**config.mk**
```make
export PLATFORM = sky130hd
export DESIGN_NAME = mem_access_stage
export DESIGN_NICKNAME = d
export VERILOG_FILES = /design/src/rtl/mem_access_stage.sv
export SDC_FILE = /design/constraint.sdc
export NUM_CORES = 1
export LEC_CHECK = 0
export BUFFER_PORTS_ARGS = -buffer_cell sky130_fd_sc_hd__buf_2
export CAP_MARGIN = 0
export CORE_UTILIZATION = 35
export CTS_BUF_LIST = sky130_fd_sc_hd__clkbuf_8
export CTS_CLUSTER_SIZE = 24
export DETAILED_ROUTE_END_ITERATION = 8
export PLACE_DENSITY = 0.69
export SETUP_SLACK_MARGIN = 0.2
export SLEW_MARGIN = 20
export SYNTH_ARGS = -nofsm -noshare
export SYNTH_HDL_FRONTEND = slang
export SYNTH_SLANG_ARGS = --single-unit
export TNS_END_PERCENT = 100
```
**constraint.sdc**
```tcl
create_clock -name clk -period 4.4 [get_ports clk]
set_clock_uncertainty 0.1 [all_clocks]
set_input_delay 0.44 -clock clk [delete_from_list [all_inputs] [get_ports clk]]
set_output_delay 0.44 -clock clk [all_outputs]
set_load 0.1 [all_outputs]
```
**src/rtl/mem_access_stage.sv**
```systemverilog
// MEM pipeline stage: turns EX/MEM loads/stores into a req/ack memory access and drives MEM/WB.
// Optional REQ timeout with abort pulse is built when MEM_TIMEOUT_EN is defined.
module mem_access_stage #(
  parameter int ADDR_WIDTH     = 32,
  parameter int DATA_WIDTH     = 32,
  parameter int TIMEOUT_CYCLES = 16
) (
  input  logic                    clk,
  input  logic                    reset,
  input  logic                    valid_in,
  input  logic                    mem_read_in,
  input  logic                    mem_write_in,
  input  logic                    mem_size_byte_in,
  input  logic                    reg_write_enable_in,
  input  logic                    mem_to_reg_select_in,
  input  logic [3:0]              dest_reg_in,
  input  logic [31:0]             alu_result_in,
  input  logic [DATA_WIDTH-1:0]   store_data_in,
  output logic                    stall_out,
  output logic                    mem_req,
  output logic                    mem_we,
  output logic [ADDR_WIDTH-1:0]   mem_addr,
  output logic [DATA_WIDTH-1:0]   mem_wdata,
  output logic [DATA_WIDTH/8-1:0] mem_byte_en,
  input  logic                    mem_ack,
  input  logic [DATA_WIDTH-1:0]   mem_rdata,
  output logic                    valid_out,
  output logic                    reg_write_enable_out,
  output logic                    mem_to_reg_select_out,
  output logic [3:0]              dest_reg_out,
  output logic [DATA_WIDTH-1:0]   wb_data_out,
  output logic                    abort_out
);

  typedef enum logic {IDLE, REQ} state_t;

  state_t                  state_q, state_d;
  logic                    mem_req_q, mem_req_d;
  logic                    mem_we_q, mem_we_d;
  logic [ADDR_WIDTH-1:0]   mem_addr_q, mem_addr_d;
  logic [DATA_WIDTH-1:0]   mem_wdata_q, mem_wdata_d;
  logic [DATA_WIDTH/8-1:0] mem_byte_en_q, mem_byte_en_d;
  logic                    valid_q, valid_d;
  logic                    rwe_q, rwe_d;
  logic                    m2r_q, m2r_d;
  logic [3:0]              dest_q, dest_d;
  logic [DATA_WIDTH-1:0]   wb_q, wb_d;
  // Instruction fields held for the duration of an access
  logic                    ld_q, ld_d;
  logic                    byte_q, byte_d;
  logic [1:0]              off_q, off_d;
  logic                    lrwe_q, lrwe_d;
  logic                    lm2r_q, lm2r_d;
  logic [3:0]              ldest_q, ldest_d;
  logic [31:0]             lalu_q, lalu_d;

  logic                    stall;
  logic [DATA_WIDTH-1:0]   load_word;
  logic [DATA_WIDTH-1:0]   load_result;

`ifdef MEM_TIMEOUT_EN
  localparam int CNT_W = $clog2(TIMEOUT_CYCLES + 1);
  logic [CNT_W-1:0] cnt_q, cnt_d;
  logic             abort_q, abort_d;
`endif

  // Word loads rotate right by the byte offset; byte loads take the rotated low lane.
  always_comb begin
    case (off_q)
      2'd0:    load_word = mem_rdata;
      2'd1:    load_word = {mem_rdata[7:0],  mem_rdata[31:8]};
      2'd2:    load_word = {mem_rdata[15:0], mem_rdata[31:16]};
      default: load_word = {mem_rdata[23:0], mem_rdata[31:24]};
    endcase
    load_result = byte_q ? {{(DATA_WIDTH-8){1'b0}}, load_word[7:0]} : load_word;
  end

  always_comb begin
    // NOTE: every next-state value defaults to its register, so no branch can infer a latch.
    state_d       = state_q;
    mem_req_d     = mem_req_q;
    mem_we_d      = mem_we_q;
    mem_addr_d    = mem_addr_q;
    mem_wdata_d   = mem_wdata_q;
    mem_byte_en_d = mem_byte_en_q;
    valid_d       = valid_q;
    rwe_d         = rwe_q;
    m2r_d         = m2r_q;
    dest_d        = dest_q;
    wb_d          = wb_q;
    ld_d          = ld_q;
    byte_d        = byte_q;
    off_d         = off_q;
    lrwe_d        = lrwe_q;
    lm2r_d        = lm2r_q;
    ldest_d       = ldest_q;
    lalu_d        = lalu_q;
    stall         = 1'b0;
`ifdef MEM_TIMEOUT_EN
    cnt_d         = cnt_q;
    abort_d       = 1'b0;
`endif

    case (state_q)
      IDLE: begin
        if (!valid_in) begin
          valid_d = 1'b0;
          rwe_d   = 1'b0;
        end else if (mem_read_in || mem_write_in) begin
          stall         = 1'b1;
          state_d       = REQ;
          mem_req_d     = 1'b1;
          valid_d       = 1'b0;
          rwe_d         = 1'b0;
          mem_we_d      = mem_write_in & ~mem_read_in;
          mem_addr_d    = {alu_result_in[ADDR_WIDTH-1:2], 2'b00};
          mem_wdata_d   = mem_size_byte_in ? {4{store_data_in[7:0]}} : store_data_in;
          mem_byte_en_d = (mem_size_byte_in && !mem_read_in) ? 4'(4'b0001 << alu_result_in[1:0])
                                                              : 4'b1111;
          ld_d          = mem_read_in;
          byte_d        = mem_size_byte_in;
          off_d         = alu_result_in[1:0];
          lrwe_d        = reg_write_enable_in;
          lm2r_d        = mem_to_reg_select_in;
          ldest_d       = dest_reg_in;
          lalu_d        = alu_result_in;
`ifdef MEM_TIMEOUT_EN
          cnt_d         = '0;
`endif
        end else begin
          valid_d = 1'b1;
          rwe_d   = reg_write_enable_in;
          m2r_d   = mem_to_reg_select_in;
          dest_d  = dest_reg_in;
          wb_d    = alu_result_in;
        end
      end

      REQ: begin
        if (mem_ack) begin
          state_d   = IDLE;
          mem_req_d = 1'b0;
          valid_d   = 1'b1;
          rwe_d     = lrwe_q;
          m2r_d     = lm2r_q;
          dest_d    = ldest_q;
          wb_d      = ld_q ? load_result : lalu_q;
        end else begin
          stall = 1'b1;
`ifdef MEM_TIMEOUT_EN
          if (cnt_q == CNT_W'(TIMEOUT_CYCLES - 1)) begin
            stall     = 1'b0;
            state_d   = IDLE;
            mem_req_d = 1'b0;
            valid_d   = 1'b1;
            rwe_d     = 1'b0;
            m2r_d     = lm2r_q;
            dest_d    = ldest_q;
            abort_d   = 1'b1;
          end else begin
            cnt_d = cnt_q + 1'b1;
          end
`endif
        end
      end

      default: state_d = IDLE;
    endcase
  end

  // Reset forces IDLE asynchronously, so stall must also drop without waiting for an edge.
  assign stall_out = stall & ~reset;

  always_ff @(posedge clk or posedge reset) begin
    if (reset) begin
      state_q       <= IDLE;
      mem_req_q     <= 1'b0;
      mem_we_q      <= 1'b0;
      mem_addr_q    <= '0;
      mem_wdata_q   <= '0;
      mem_byte_en_q <= '0;
      valid_q       <= 1'b0;
      rwe_q         <= 1'b0;
      m2r_q         <= 1'b0;
      dest_q        <= '0;
      wb_q          <= '0;
      ld_q          <= 1'b0;
      byte_q        <= 1'b0;
      off_q         <= '0;
      lrwe_q        <= 1'b0;
      lm2r_q        <= 1'b0;
      ldest_q       <= '0;
      lalu_q        <= '0;
    end else begin
      // NOTE: non-blocking updates so every register samples pre-edge values.
      state_q       <= state_d;
      mem_req_q     <= mem_req_d;
      mem_we_q      <= mem_we_d;
      mem_addr_q    <= mem_addr_d;
      mem_wdata_q   <= mem_wdata_d;
      mem_byte_en_q <= mem_byte_en_d;
      valid_q       <= valid_d;
      rwe_q         <= rwe_d;
      m2r_q         <= m2r_d;
      dest_q        <= dest_d;
      wb_q          <= wb_d;
      ld_q          <= ld_d;
      byte_q        <= byte_d;
      off_q         <= off_d;
      lrwe_q        <= lrwe_d;
      lm2r_q        <= lm2r_d;
      ldest_q       <= ldest_d;
      lalu_q        <= lalu_d;
    end
  end

`ifdef MEM_TIMEOUT_EN
  always_ff @(posedge clk or posedge reset) begin
    if (reset) begin
      cnt_q   <= '0;
      abort_q <= 1'b0;
    end else begin
      cnt_q   <= cnt_d;
      abort_q <= abort_d;
    end
  end
  assign abort_out = abort_q;
`else
  assign abort_out = 1'b0;
`endif

  assign mem_req               = mem_req_q;
  assign mem_we                = mem_we_q;
  assign mem_addr              = mem_addr_q;
  assign mem_wdata             = mem_wdata_q;
  assign mem_byte_en           = mem_byte_en_q;
  assign valid_out             = valid_q;
  assign reg_write_enable_out  = rwe_q;
  assign mem_to_reg_select_out = m2r_q;
  assign dest_reg_out          = dest_q;
  assign wb_data_out           = wb_q;

endmodule

```
==> out/results.md <==
| Metric | This run | Unit |
|:---|:---|:---|
| Run status | finished, final reports clean | - |
| Iteration-0 DRC Markers | 308 | - |
| Critical Path Fanout Max | 44 | - |
| Net count, final | 811 | - |
| Clock network fraction of total power | 19.6 | % |
| Transition at the pin with the smallest max-transition slack | 962 | ps |
| Final Instance Count excl. Fillers | 940 | - |
| Type of the tightest min-delay check | in -> reg | - |
| Maximum cell stage delay along the critical path | 1210 | ps |
| Max Transition Viols Final | 0 | - |
| Post-CTS Setup Inserts | 0 | - |
| Reg2Reg Setup Slack | 1500 | ps |
| Area taken by multi-input logic gates | 2770 | sq um |
| Standard-cell rows | 48 | - |
| Setup-failing EPs final | 0 | - |
| Maximum number of pins on one net before global-route repair | 108 | - |
| I/O pin count | 220 | - |
| Arrival time of data at the critical path endpoint | 3160 | ps |
| Synthesized flop and latch total | 118 | - |
| Max_cap viols | 0 | - |
| Power share of the sequential group | 27.7 | % |
| Quantity of gates resized following cts | 0 | - |
| Antenna violation net count after detailed routing | 0 | - |
| Clock root buffer | clkbuf_8 | - |
| Post-synthesis cell count | 537 | - |
| Number of antenna violations at the first check in global routing | 1 | - |
| Register area | 2960 | sq um |
| Endpoint kind of the worst setup timing path | flip-flop | - |
| Unrepaired setup endpoints after global routing | no | - |
| Routed vias | 5,005 | - |
| Number of levels the H-tree was split into | 4 | - |
| Setup slack of the critical path after layout | 1500 | ps |
| Post-synthesis cell type count | 34 | - |
| Critical setup path kind | reg -> reg | - |
| Hold-fix buffer count after cts | 1 | - |
| X dimension of the die | 135 | microns |
| Standard cell core area | 17,300 | sq um |
| Most frequent cells in the layout | buf_2 (216), dfrtp_1 (115), nor2_1 (66) | - |
| Tcrit/Tclk final | 65.8 | % |
| Later-pin clock latency in the skew report | 450 | ps |
| Count of fill cells added during filler insertion | 1,643 | - |
| Initial DRT Pass Iterations | 4 | - |
| RD Place Congestion | 0.807 | - |
| Part of the power in combinational logic | 52.7 | % |
| Total clock buffers created by CTS | 17 | - |
| Die span in y | 135 | microns |
| Post-Syn Area per Cell | 11.6 | sq um |
| Type of element launching the critical path | flip-flop | - |
| Number of global-route vias before repair | 5,082 | - |
| Number of warning messages in the yosys log | 0 | - |
| Detailed placer's ending HPWL | 12,100 | microns |
| Clock transition at path regs | 80 | ps |
| CP Data Required Time | 4660 | ps |
| Synthesized cell area | 6210 | sq um |
| Total Routed Length | 17,400 | microns |
| Remaining Overflow, GRT | 0 | - |
| Inserted Diodes | 0 | - |
| Switching power share of the total | 55.1 | % |
| Initial core utilization | 35.9 | % |
| LEAKAGE | 0.00339 | uW |
| Switching Power | 3290 | uW |
| Cell Count Post-Placement | 907 | - |
| Worst max-slew margin expressed relative to the limit | 35.8 | % |
| Top achievable clock speed | 345 | MHz |
| Total GRT Usage | 20.1 | % |
| Final-report hold violation count | 0 | - |
| Leading cell type in the layout, fill and taps excluded | buf_2 | - |
| Deepest clock path buffer count | 2 | - |
| Maximum ir drop on the vdd rail | 0.000498 | V |
| Register area share after synthesis | 47.5 | % |
| Clock Sink Count | 118 | - |
| Vias per cell | 5.32 | - |
| First-pass GRT wire length | 27,900 | microns |
| Die ar. | 18,300 | sq um |
| Area delta synth->final | 22.9 | % |
| Ordered list of cells on the worst path | or4b_2 > nand2_8 > nor2_1 > nor3_1 | - |
| Worst slack at placement | 1480 | ps |
| DRC violation count after routing | 0 | - |
| Min Tclk post-route | 2900 | ps |
| Per-cell routed wire length | 18.5 | microns |
| TritonCTS clock tree | done | - |
| Post-Route Setup TNS | 0 | ps |
| Share of cells above drive strength 1 | 48.1 | % |
| Cell-internal power | 2690 | uW |
| Cell Pwr Density | 783 | nW/um^2 |
| Number of port buffers | 216 | - |
| Slowest stage cell on the critical path | or4b_2 | - |
| Overall power consumption | 5980 | uW |
==> Yosys cell counts (all sizes together) <==
| cell | n | area, sq um |
|---|---|---|
| mux2i | 33 | 330 |
| o211ai | 1 | 7.51 |
| a211oi | 6 | 70.1 |
| and2 | 1 | 6.26 |
| buf | 61 | 427 |
| a21oi | 44 | 220 |
| a32o | 1 | 10.0 |
| nor4b | 1 | 8.76 |
| inv | 4 | 15.0 |
| mux4 | 29 | 653 |
| conb | 1 | 3.75 |
| mux2 | 50 | 563 |
| a21o | 1 | 7.51 |
| o21ai | 5 | 25.0 |
| nand2b | 1 | 6.26 |
| nor3b | 1 | 7.51 |
| nand3 | 1 | 5.00 |
| a22o | 1 | 8.76 |
| clkinv | 1 | 3.75 |
| o311ai | 1 | 8.76 |
| a221oi | 24 | 210 |
| nand2 | 10 | 53.8 |
| nor2 | 67 | 251 |
| dfrtp | 118 | 2950 |
| nor2b | 1 | 6.26 |
| o21a | 1 | 7.51 |
| nor3 | 54 | 270 |
| or4b | 1 | 10.0 |
| clkbuf | 17 | 63.8 |
==> power by group through the flow <==
| stage | clock [uW] | combinational [uW] | sequential, uW |
|---|---|---|---|
| after floorplan | 0 | 1330 | 3060 |
| after global placement | 0 | 3140 | 1670 |
| after detailed placement | 0 | 3170 | 1680 |
| after CTS | 1200 | 3170 | 1660 |
| after global routing | 1250 | 3270 | 1700 |
| final | 1170 | 3150 | 1660 |
==> final timing paths <==
kind | start | depth (start not counted) | to
setup / recovery | state_q | 4 | wb_data_out[24]
hold / removal | alu_result_in[19] | 2 | lalu_q[19]
setup reg to reg | state_q | 4 | wb_data_out[24]
hold reg to reg | mem_req | 1 | mem_req
max in group asynchronous | reset | 4 | lalu_q[1]
min in group asynchronous | reset | 3 | mem_wdata[29]
==> per-stage QoR <==
| stage | hold WS [ps] | area [sq um] | utilization, % |
|---|---|---|---|
| floorplan | 375 | 6220 | - |
| global placement | 375 | 7160 | 41.4 |
| detailed placement | 378 | 7160 | 41.4 |
| CTS | 106 | 7640 | 44.2 |
| global route | 113 | 7640 | 44.2 |
| finish | 136 | 7640 | 44.2 |
==> worst max-delay path: cells and delay by family (launching register included) <==
| kind | cells | cell delay, ps |
|---|---|---|
| simple gates | 4 | 1920 |
| flops | 1 | 730 |
==> sequential cells by signal, summed over array words and instances, names as in the netlist, 4 cells and up <==
signal and count:
mem_byte_en 4, lalu_q 31, mem_wdata 32, dest_reg_out 4, ldest_q 4, wb_data_out 32
==> layout make-up <==
| class | instances | share of cell area [%] |
|---|---|---|
| Timing Repair Buffer | 222 | 14.9 |
| Clock buffer | 19 | 3.42 |
| Multi-Input combinational cell | 338 | 36.3 |
| Inverter | 5 | 0.295 |
| Sequential cell | 118 | 38.7 |
| Tap cell | 225 | 3.69 |
| Clock inverter | 13 | 2.67 |
==> cell families (layout without fill, tap and decap cells) <==
logic type / Yosys count / after routing / synth area share [%]
and+or+nand+nor: 138 / 138 / 10.1
buffers and inverters: 83 / 259 / 8.20
other: 1 / 3 / 0.0604
DFF: 118 / 118 / 47.5
AOI/OAI and AO/OA: 85 / 85 / 9.26
muxes: 112 / 112 / 24.9
==> per-layer routing <==
layer,routed length [microns],global-route usage (%),part of all wire [%],vias up
met5,10,0,0.058,-
met2,8280,31.5,48,234
met4,250,6.74,1.4,2
met3,1500,6.36,8.6,17
met1,7320,26.1,42,2484
li1,-,-,-,2268
Power figures use the tool's default switching activity.
